$ cat config.mk
export PLATFORM = sky130hd
export DESIGN_NAME = reservation_station
export DESIGN_NICKNAME = d
export VERILOG_FILES = /design/src/rtl/reservation_station_pkg.sv /design/src/rtl/reservation_station_prio_enc.sv /design/src/rtl/reservation_station.sv
export SDC_FILE = /design/constraint.sdc
export NUM_CORES = 2
export LEC_CHECK = 0
export CORE_ASPECT_RATIO = 1.2
export CORE_MARGIN = 4
export CORE_UTILIZATION = 45
export CTS_CLUSTER_DIAMETER = 150
export DETAILED_ROUTE_END_ITERATION = 6
export GPL_ROUTABILITY_DRIVEN = 0
export GPL_TIMING_DRIVEN = 0
export PLACE_DENSITY = 0.66
export SLEW_MARGIN = 15
export SYNTH_ARGS = -nofsm -noshare
export SYNTH_HDL_FRONTEND = slang
export SYNTH_HIERARCHICAL = 1
export SYNTH_SLANG_ARGS = --single-unit
$ cat constraint.sdc
create_clock -name clk -period 5.8 [get_ports clk]
set_clock_uncertainty 0.2 [all_clocks]
set_input_delay 1.16 -clock clk [delete_from_list [all_inputs] [get_ports clk]]
set_output_delay 1.16 -clock clk [all_outputs]
set_load 0.005 [all_outputs]
$ cat src/rtl/reservation_station_pkg.sv
// rtl/reservation_station_pkg.sv - shared widths, opcodes and entry types for the reservation station
package reservation_station_pkg;

   localparam int INS_OP_W  = 5;
   localparam int REG_DAT_W = 32;
   localparam int ROB_ADD_W = 4;

   localparam logic [INS_OP_W-1:0] OP_ADD  = 5'd0;
   localparam logic [INS_OP_W-1:0] OP_SUB  = 5'd1;
   localparam logic [INS_OP_W-1:0] OP_AND  = 5'd2;
   localparam logic [INS_OP_W-1:0] OP_OR   = 5'd3;
   localparam logic [INS_OP_W-1:0] OP_XOR  = 5'd4;
   localparam logic [INS_OP_W-1:0] OP_SLL  = 5'd5;
   localparam logic [INS_OP_W-1:0] OP_SRL  = 5'd6;
   localparam logic [INS_OP_W-1:0] OP_SRA  = 5'd7;
   localparam logic [INS_OP_W-1:0] OP_SLT  = 5'd8;
   localparam logic [INS_OP_W-1:0] OP_SLTU = 5'd9;
   localparam logic [INS_OP_W-1:0] OP_BEQ  = 5'd10;
   localparam logic [INS_OP_W-1:0] OP_BNE  = 5'd11;
   localparam logic [INS_OP_W-1:0] OP_JAL  = 5'd12;
   localparam logic [INS_OP_W-1:0] OP_LUI  = 5'd13;

   typedef struct packed {
      logic [INS_OP_W-1:0]  op;
      logic [REG_DAT_W-1:0] pc;
      logic [REG_DAT_W-1:0] imm;
      logic [REG_DAT_W-1:0] v1;
      logic [REG_DAT_W-1:0] v2;
      logic [ROB_ADD_W-1:0] q1;
      logic [ROB_ADD_W-1:0] q2;
      logic                 r1;
      logic                 r2;
      logic [ROB_ADD_W-1:0] qd;
   } rs_entry_t;

   typedef struct packed {
      logic                 r;
      logic [REG_DAT_W-1:0] v;
   } rs_opnd_t;

   // Captures a broadcast for a waiting operand; EX has priority over LSB.
   function automatic rs_opnd_t resolve_opnd(
      input logic                 rdy,
      input logic [REG_DAT_W-1:0] v,
      input logic [ROB_ADD_W-1:0] q,
      input logic                 ex_en,
      input logic [ROB_ADD_W-1:0] ex_qd,
      input logic [REG_DAT_W-1:0] ex_vd,
      input logic                 lsb_en,
      input logic [ROB_ADD_W-1:0] lsb_qd,
      input logic [REG_DAT_W-1:0] lsb_vd
   );
      rs_opnd_t o;
      o.r = rdy;
      o.v = v;
      if (!rdy) begin
         if (ex_en && ex_qd == q) begin
            o.r = 1'b1;
            o.v = ex_vd;
         end else if (lsb_en && lsb_qd == q) begin
            o.r = 1'b1;
            o.v = lsb_vd;
         end
      end
      return o;
   endfunction

endpackage

$ cat src/rtl/reservation_station_prio_enc.sv
// rtl/reservation_station_prio_enc.sv - fixed-priority encoder, index 0 highest
module rs_prio_enc #(
   parameter int N = 8,
   parameter int W = 3
) (
   input  logic [N-1:0] req,
   output logic [W-1:0] idx,
   output logic         found
);

   always_comb begin
      idx   = '0;
      found = 1'b0;
      for (int i = N - 1; i >= 0; i--) begin
         if (req[i]) begin
            idx   = W'(i);
            found = 1'b1;
         end
      end
   end

endmodule

$ cat src/rtl/reservation_station.sv
// rtl/reservation_station.sv - issue/wake-up/select reservation station feeding one execution unit
module reservation_station
   import reservation_station_pkg::*;
#(
   parameter int RS_SIZE  = 8,
   parameter int RS_IDX_W = 3
) (
   input  logic                 clk,
   input  logic                 rst,
   input  logic                 en,
   input  logic                 iDec_En,
   input  logic [INS_OP_W-1:0]  iDec_Op,
   input  logic [REG_DAT_W-1:0] iDec_Pc,
   input  logic [REG_DAT_W-1:0] iDec_Imm,
   input  logic [REG_DAT_W-1:0] iDec_Vs1,
   input  logic [REG_DAT_W-1:0] iDec_Vs2,
   input  logic [ROB_ADD_W-1:0] iDec_Qs1,
   input  logic [ROB_ADD_W-1:0] iDec_Qs2,
   input  logic                 iDec_Rdy1,
   input  logic                 iDec_Rdy2,
   input  logic [ROB_ADD_W-1:0] iDec_Qd,
   output logic                 oDec_Full,
   input  logic                 iEX_En,
   input  logic [ROB_ADD_W-1:0] iEX_Qd,
   input  logic [REG_DAT_W-1:0] iEX_Vd,
   input  logic                 iLSB_En,
   input  logic [ROB_ADD_W-1:0] iLSB_Qd,
   input  logic [REG_DAT_W-1:0] iLSB_Vd,
   input  logic                 iROB_Clr,
   output logic                 oEX_En,
   output logic [INS_OP_W-1:0]  oEX_Op,
   output logic [REG_DAT_W-1:0] oEX_Pc,
   output logic [REG_DAT_W-1:0] oEX_Imm,
   output logic [REG_DAT_W-1:0] oEX_Vs1,
   output logic [REG_DAT_W-1:0] oEX_Vs2,
   output logic [ROB_ADD_W-1:0] oEX_Qd
);

   logic [RS_SIZE-1:0]  busy;
   logic [RS_SIZE-1:0]  rdy_vec;
   rs_entry_t           ent   [RS_SIZE];
   rs_entry_t           woken [RS_SIZE];
   rs_entry_t           issue_ent;
   rs_opnd_t            wk1, wk2, is1, is2;
   logic [RS_IDX_W-1:0] free_idx, sel_idx;
   logic                free_found, sel_found;
   logic                issue_fire;

   rs_prio_enc #(.N(RS_SIZE), .W(RS_IDX_W)) u_free_enc (
      .req   (~busy),
      .idx   (free_idx),
      .found (free_found)
   );

   rs_prio_enc #(.N(RS_SIZE), .W(RS_IDX_W)) u_sel_enc (
      .req   (rdy_vec),
      .idx   (sel_idx),
      .found (sel_found)
   );

   // Full and ready both look only at pre-edge state, so a dispatch never frees a slot this cycle.
   assign oDec_Full  = ~free_found;
   assign issue_fire = en & iDec_En & free_found & ~iROB_Clr;

   always_comb begin
      for (int i = 0; i < RS_SIZE; i++) begin
         rdy_vec[i] = busy[i] & ent[i].r1 & ent[i].r2;
      end
   end

   always_comb begin
      wk1 = '0;
      wk2 = '0;
      for (int i = 0; i < RS_SIZE; i++) begin
         wk1 = resolve_opnd(ent[i].r1, ent[i].v1, ent[i].q1,
                            iEX_En, iEX_Qd, iEX_Vd, iLSB_En, iLSB_Qd, iLSB_Vd);
         wk2 = resolve_opnd(ent[i].r2, ent[i].v2, ent[i].q2,
                            iEX_En, iEX_Qd, iEX_Vd, iLSB_En, iLSB_Qd, iLSB_Vd);
         woken[i]    = ent[i];
         woken[i].r1 = wk1.r;
         woken[i].v1 = wk1.v;
         woken[i].r2 = wk2.r;
         woken[i].v2 = wk2.v;
      end
   end

   // Issue bypass: a tag broadcast in the issue cycle is captured on the way in.
   always_comb begin
      is1 = resolve_opnd(iDec_Rdy1, iDec_Vs1, iDec_Qs1,
                         iEX_En, iEX_Qd, iEX_Vd, iLSB_En, iLSB_Qd, iLSB_Vd);
      is2 = resolve_opnd(iDec_Rdy2, iDec_Vs2, iDec_Qs2,
                         iEX_En, iEX_Qd, iEX_Vd, iLSB_En, iLSB_Qd, iLSB_Vd);
      issue_ent.op  = iDec_Op;
      issue_ent.pc  = iDec_Pc;
      issue_ent.imm = iDec_Imm;
      issue_ent.v1  = is1.v;
      issue_ent.v2  = is2.v;
      issue_ent.q1  = iDec_Qs1;
      issue_ent.q2  = iDec_Qs2;
      issue_ent.r1  = is1.r;
      issue_ent.r2  = is2.r;
      issue_ent.qd  = iDec_Qd;
   end

   always_ff @(posedge clk) begin
      if (rst) begin
         busy    <= '0;
         oEX_En  <= 1'b0;
         oEX_Op  <= '0;
         oEX_Pc  <= '0;
         oEX_Imm <= '0;
         oEX_Vs1 <= '0;
         oEX_Vs2 <= '0;
         oEX_Qd  <= '0;
      end else if (en) begin
         if (iROB_Clr) begin
            busy    <= '0;
            oEX_En  <= 1'b0;
            oEX_Op  <= '0;
            oEX_Pc  <= '0;
            oEX_Imm <= '0;
            oEX_Vs1 <= '0;
            oEX_Vs2 <= '0;
            oEX_Qd  <= '0;
         end else begin
            for (int i = 0; i < RS_SIZE; i++) begin
               if (busy[i]) begin
                  ent[i] <= woken[i];
               end
            end
            if (sel_found) begin
               oEX_En        <= 1'b1;
               oEX_Op        <= ent[sel_idx].op;
               oEX_Pc        <= ent[sel_idx].pc;
               oEX_Imm       <= ent[sel_idx].imm;
               oEX_Vs1       <= ent[sel_idx].v1;
               oEX_Vs2       <= ent[sel_idx].v2;
               oEX_Qd        <= ent[sel_idx].qd;
               busy[sel_idx] <= 1'b0;
            end else begin
               oEX_En  <= 1'b0;
               oEX_Op  <= '0;
               oEX_Pc  <= '0;
               oEX_Imm <= '0;
               oEX_Vs1 <= '0;
               oEX_Vs2 <= '0;
               oEX_Qd  <= '0;
            end
            // Issue targets a non-busy slot, the select a busy one, so they never collide.
            if (issue_fire) begin
               ent[free_idx]  <= issue_ent;
               busy[free_idx] <= 1'b1;
            end
         end
      end
   end

endmodule
* After elaboration in Yosys (flattened, before gate mapping)
Memory sizes are Yosys's and may differ from the RTL's. Index checks and enable logic that the tools add are counted.
Storage, ports and cells: register bits 146, RAM bits 1176, output and inout bits 139, word-level logic and storage cells 267, memories kept 1
Memories:
- ent | depth 8, bits a word 147, read ports 9, clocked after Yosys merged registers in 0, wr ports 9, RTL line reservation_station.sv:41 | rs_entry_t ent [RS_SIZE];
Cells by class: $lt $le $gt $ge 4, equality and inequality tests 36, multiplexer cells 155, bitwise operators 25, reduce and logical (&&, ||, !) cells 38
Operator list (count):
- 33-bit two-way mux | 54
- 32-bit two-way mux | 8
- 4-bit == test | 36
- 1-bit two-way mux | 65
- 3-bit two-way mux | 16
- 8-bit two-way mux | 6
- 1-bit logical AND | 38
- 1-bit bitwise AND | 19
- 8-bit NOT | 2
- 5-bit two-way mux | 2
- 8-bit bitwise AND | 1
- 3-bit by 4-bit < comparator with 1-bit output (second input constant) | 2
- 4-bit two-way mux | 2
- 8-bit bitwise OR | 1
- 1-bit demux with 3-bit select | 2
- 3-bit by 1-bit >= comparator with 1-bit output (second input constant) | 2
- 1-bit NOT | 2

* Logic depth before layout (Yosys ltp)
depth after elaboration 23, depth in mapped cells 12

* Cells and area by module
Netlist, hierarchy kept.
By module, submodules not included:
- reservation_station | times used 1, cells an instance 4022, area each 60023.8 um^2, seq. area each 38236.7 um^2
- rs_prio_enc | times used 2, cells an instance 13, area each 80.1 um^2, seq. area each 0.0 um^2

* Worst setup path before layout
Ideal clock, no wire load.
path type input -> register, from input port iEX_Qd[2], to memory ent[2][14] in the netlist's numbering, enable pin, library setup time 0.470 ns, data arrival time 5.091 ns, path slack 0.039 ns, stages 8, path buffers 3, cell sequence buf_6 -> buf_2 -> xnor2_1 -> nand3_1 -> or4_1 -> clkbuf_1 -> and2_1 -> o31ai_1
RTL lines:
- from (decl) | RTL line reservation_station.sv:24 | input logic [ROB_ADD_W-1:0] iEX_Qd,
- to (decl) | RTL line reservation_station.sv:41

==> results.json <==
{
  "mostFrequentLayoutCell": "edfxtp_1",
  "grt_max_degree": 60,
  "grt_pass1_wl_um": 320000,
  "drc_errors": 81,
  "drive_above_1_share_pct": 15.2,
  "maxSlewHeadroom_pct": 3.79,
  "drtAntennaViolNets": 0,
  "max_cap_violations": 0,
  "drt_iter0_markers": 8220,
  "reg2reg_depth": 9,
  "fin_crit_sh_pct": 88.5,
  "powerDensity_mw_per_mm2": 288,
  "hold_violations": 0,
  "layout.nets": 4783,
  "syn_avg_cell_area_um2": 14.9,
  "final_cell_mix": "edfxtp_1 (1176), o22ai_1 (494), clkbuf_1 (365), a22oi_1 (357), clkdlybuf4s50_1 (291)",
  "syn-cell-area_mm2": 0.0602,
  "finalNonFillerCells": 6476,
  "period_needed_ns": 5.13,
  "worst_setup_path_end_kind": "flip-flop",
  "finalMaxSlewViolations": 0,
  "grt_use_total_pct": 32.2,
  "start_util_pct": 45.4,
  "rr_startpoint": "ent[3][5]",
  "synth_top_family_by_area": "multiplexers",
  "ir_drop_uv": 295,
  "synthSimpleGateAreaFrac_pct": 3.28,
  "port_buffers": 291,
  "post_drt_wl_per_cell_um": 35.5,
  "die_h_um": 409,
  "placed_cells": 6181,
  "design.core.area_mm2": 0.132,
  "io_pins": 365,
  "ctsHoldBuffers": 0,
  "muxShareOfSynthArea_pct": 15.2,
  "holdPathEnd": "oEX_En",
  "yosysSeqAreaShare_pct": 63.5,
  "worst-path-max-fanout": 10,
  "hold_depth": 2,
  "route.vias.total": 44293,
  "synth_compound_area_share_pct": 12.6,
  "hpwl_um": 160000,
  "worstHoldStart": "oEX_En",
  "status": "finished with violations",
  "cts_sinks": 1322,
  "cts_buffers": 137,
  "first_pass_iters": 7,
  "post_cts_buffers": 0,
  "syn_inst": 4048,
  "area_delta_synth_final_pct": 18.9,
  "dieWidth_um": 342,
  "grt_pass1_vias": 43228,
  "ys_seq_elements": 1322,
  "overflow": 0,
  "vias_per_cell": 6.84,
  "yosys.area_share.adder_pct": 0,
  "yosys_warnings": 6,
  "ys_types": 54,
  "cp-start-kind": "flip-flop",
  "clk_pin_slew_ns": 0.06,
  "tightest_slew_ns": 1.43,
  "clockBufferDepth": 3,
  "htreeDepth": 4,
  "clkLatencyLatePin_ns": 0.81,
  "reg2reg_slack_ns": 0.67,
  "grt_setup_unrepaired": "no",
  "critPathKind": "flip-flop to flip-flop",
  "routed_wl_um": 230000,
  "cts-root-buf": "clkbuf_16",
  "synth_xor_area_share_pct": 2.06,
  "fin_setup_tns_ns": 0,
  "num_rows": 146,
  "setup_violations": 0,
  "cts-resized-gates": 0,
  "synth_fp_nets": 4274,
  "hp-class": "flip-flop to flip-flop",
  "cellLeakagePower_uw": 0.0208,
  "worstReg2RegEnd": "oEX_Vs1[1]",
  "crit_required_ns": 6.22,
  "clock.fmax_mhz": 195,
  "dieArea_mm2": 0.140,
  "cp_data_arrival_time_ns": 5.56,
  "violations": "design-rule violations",
  "cts_tree": "built",
  "antenna_found_initial": 50
}
## critical path, stage by stage (launching register included)
cell      delay [ns]
edfxtp_1        0.50
and3_1          0.30
nor4_2          0.37
nor2b_1         0.17
clkbuf_1        0.74
clkbuf_2        0.68
buf_1           1.03
mux4_2          0.42
mux2i_1         0.39
o21ai_0         0.13
## cell usage after synthesis (all sizes together)
library cell  number  area (µm²)
edfxtp          1176       35300
o22ai            494        3090
a22oi            357        2680
clkbuf           347        1300
mux2i            279        2790
mux4             274        6170
nand2            189         709
o21ai            167         836
dfxtp            146        2920
buf              123         596
xor2              98         858
a222oi            59         591
xnor2             43         384
nand3             42         215
nor2              32         130
nor2b             31         194
inv               23        86.3
nor3              23         143
nor4              21         246
a21oi             20         104
nand2b            20         125
mux2              19         214
o31ai             16         120
and3              12        75.1
or3                6        37.5
o221ai             5        43.8
and2               4        25.0
and4b              4        40.0
a31oi              3        18.8
a211oi             2        15.0
o21bai             2        15.0
o41ai              2        17.5
a22o               1        8.76
and2b              1        7.51
and3b              1        8.76
nand4              1        6.26
o211a              1        10.0
o211ai             1        7.51
o32ai              1        8.76
or2                1        6.26
or4                1        7.51
## power by group
part / leakage (µW) / total (µW) / internal [µW] / switching [µW]
clock network: 0.00229 / 9250 / 5260 / 4000
registers: 0.0115 / 10300 / 10300 / 5.02
logic: 0.00703 / 1020 / 306 / 712
## how the worst max path moves through the flow
stage | endpoint | cells after the start | from
finish | oEX_Vs1[1] | 9 | ent[3][5]
global route | ent[2][71] | 11 | busy[4]
CTS | oEX_Vs1[1] | 9 | ent[3][5]
detailed placement | ent[3][25] | 8 | iDec_Qs2[0]
global placement | ent[0][50] | 6 | iEX_En
floorplan | ent[2][14] | 8 | iEX_Qd[2]
## flip-flops by register name (all words and copies together) (netlist names)
signal	count
busy	8
oEX_Qd	4
ent	1176
oEX_Vs2	32
oEX_Imm	32
oEX_Op	5
oEX_En	1
oEX_Pc	32
oEX_Vs1	32
## per-stage QoR
step	utilization, %	area [µm²]	total power [µW]	hold slack (ns)	setup WS, ns
after floorplan	-	60200	11000	0.239	0.0393
after global placement	49.3	65300	11400	0.233	-4.12
after detailed placement	50.3	66700	11500	0.238	0.392
after CTS	53.9	71400	20600	0.247	1.12
after global routing	54.0	71500	21000	0.279	0.669
final	54.0	71500	20600	0.248	0.666
## cells by family (layout without fill, tap and decap cells)
family | after synthesis | in the layout
other cells | 0 | 27
xor+xnor | 141 | 141
simple gates | 389 | 389
buf+inv | 493 | 1118
flops | 1322 | 1322
mux | 572 | 572
compound gates | 1131 | 1131
## routing by layer
| layer | vias up | wire, µm | part of all wire, % | track usage (%) |
|---|---|---|---|---|
| met2 | 3735 | 100000 | 44 | 47.5 |
| met4 | 42 | 20800 | 9.0 | 23.0 |
| met1 | 21741 | 75700 | 33 | 37.5 |
| met5 | - | 330 | 0.14 | 0.104 |
| met3 | 1150 | 32700 | 14 | 13.9 |
| li1 | 17625 | - | - | - |
## cell type report
type | instances | area (µm²)
sequential | 1322 | 38200
fill | 10810 | 60900
multi-input combinational | 2233 | 20300
tap | 1776 | 2220
timing repair buffer | 370 | 3990
inverter | 23 | 126
buffer | 470 | 1920
clock buffer | 182 | 3740
clock inverter | 73 | 962
antenna | 27 | 67.6
Note: power is estimated with default switching activity, not from simulation.
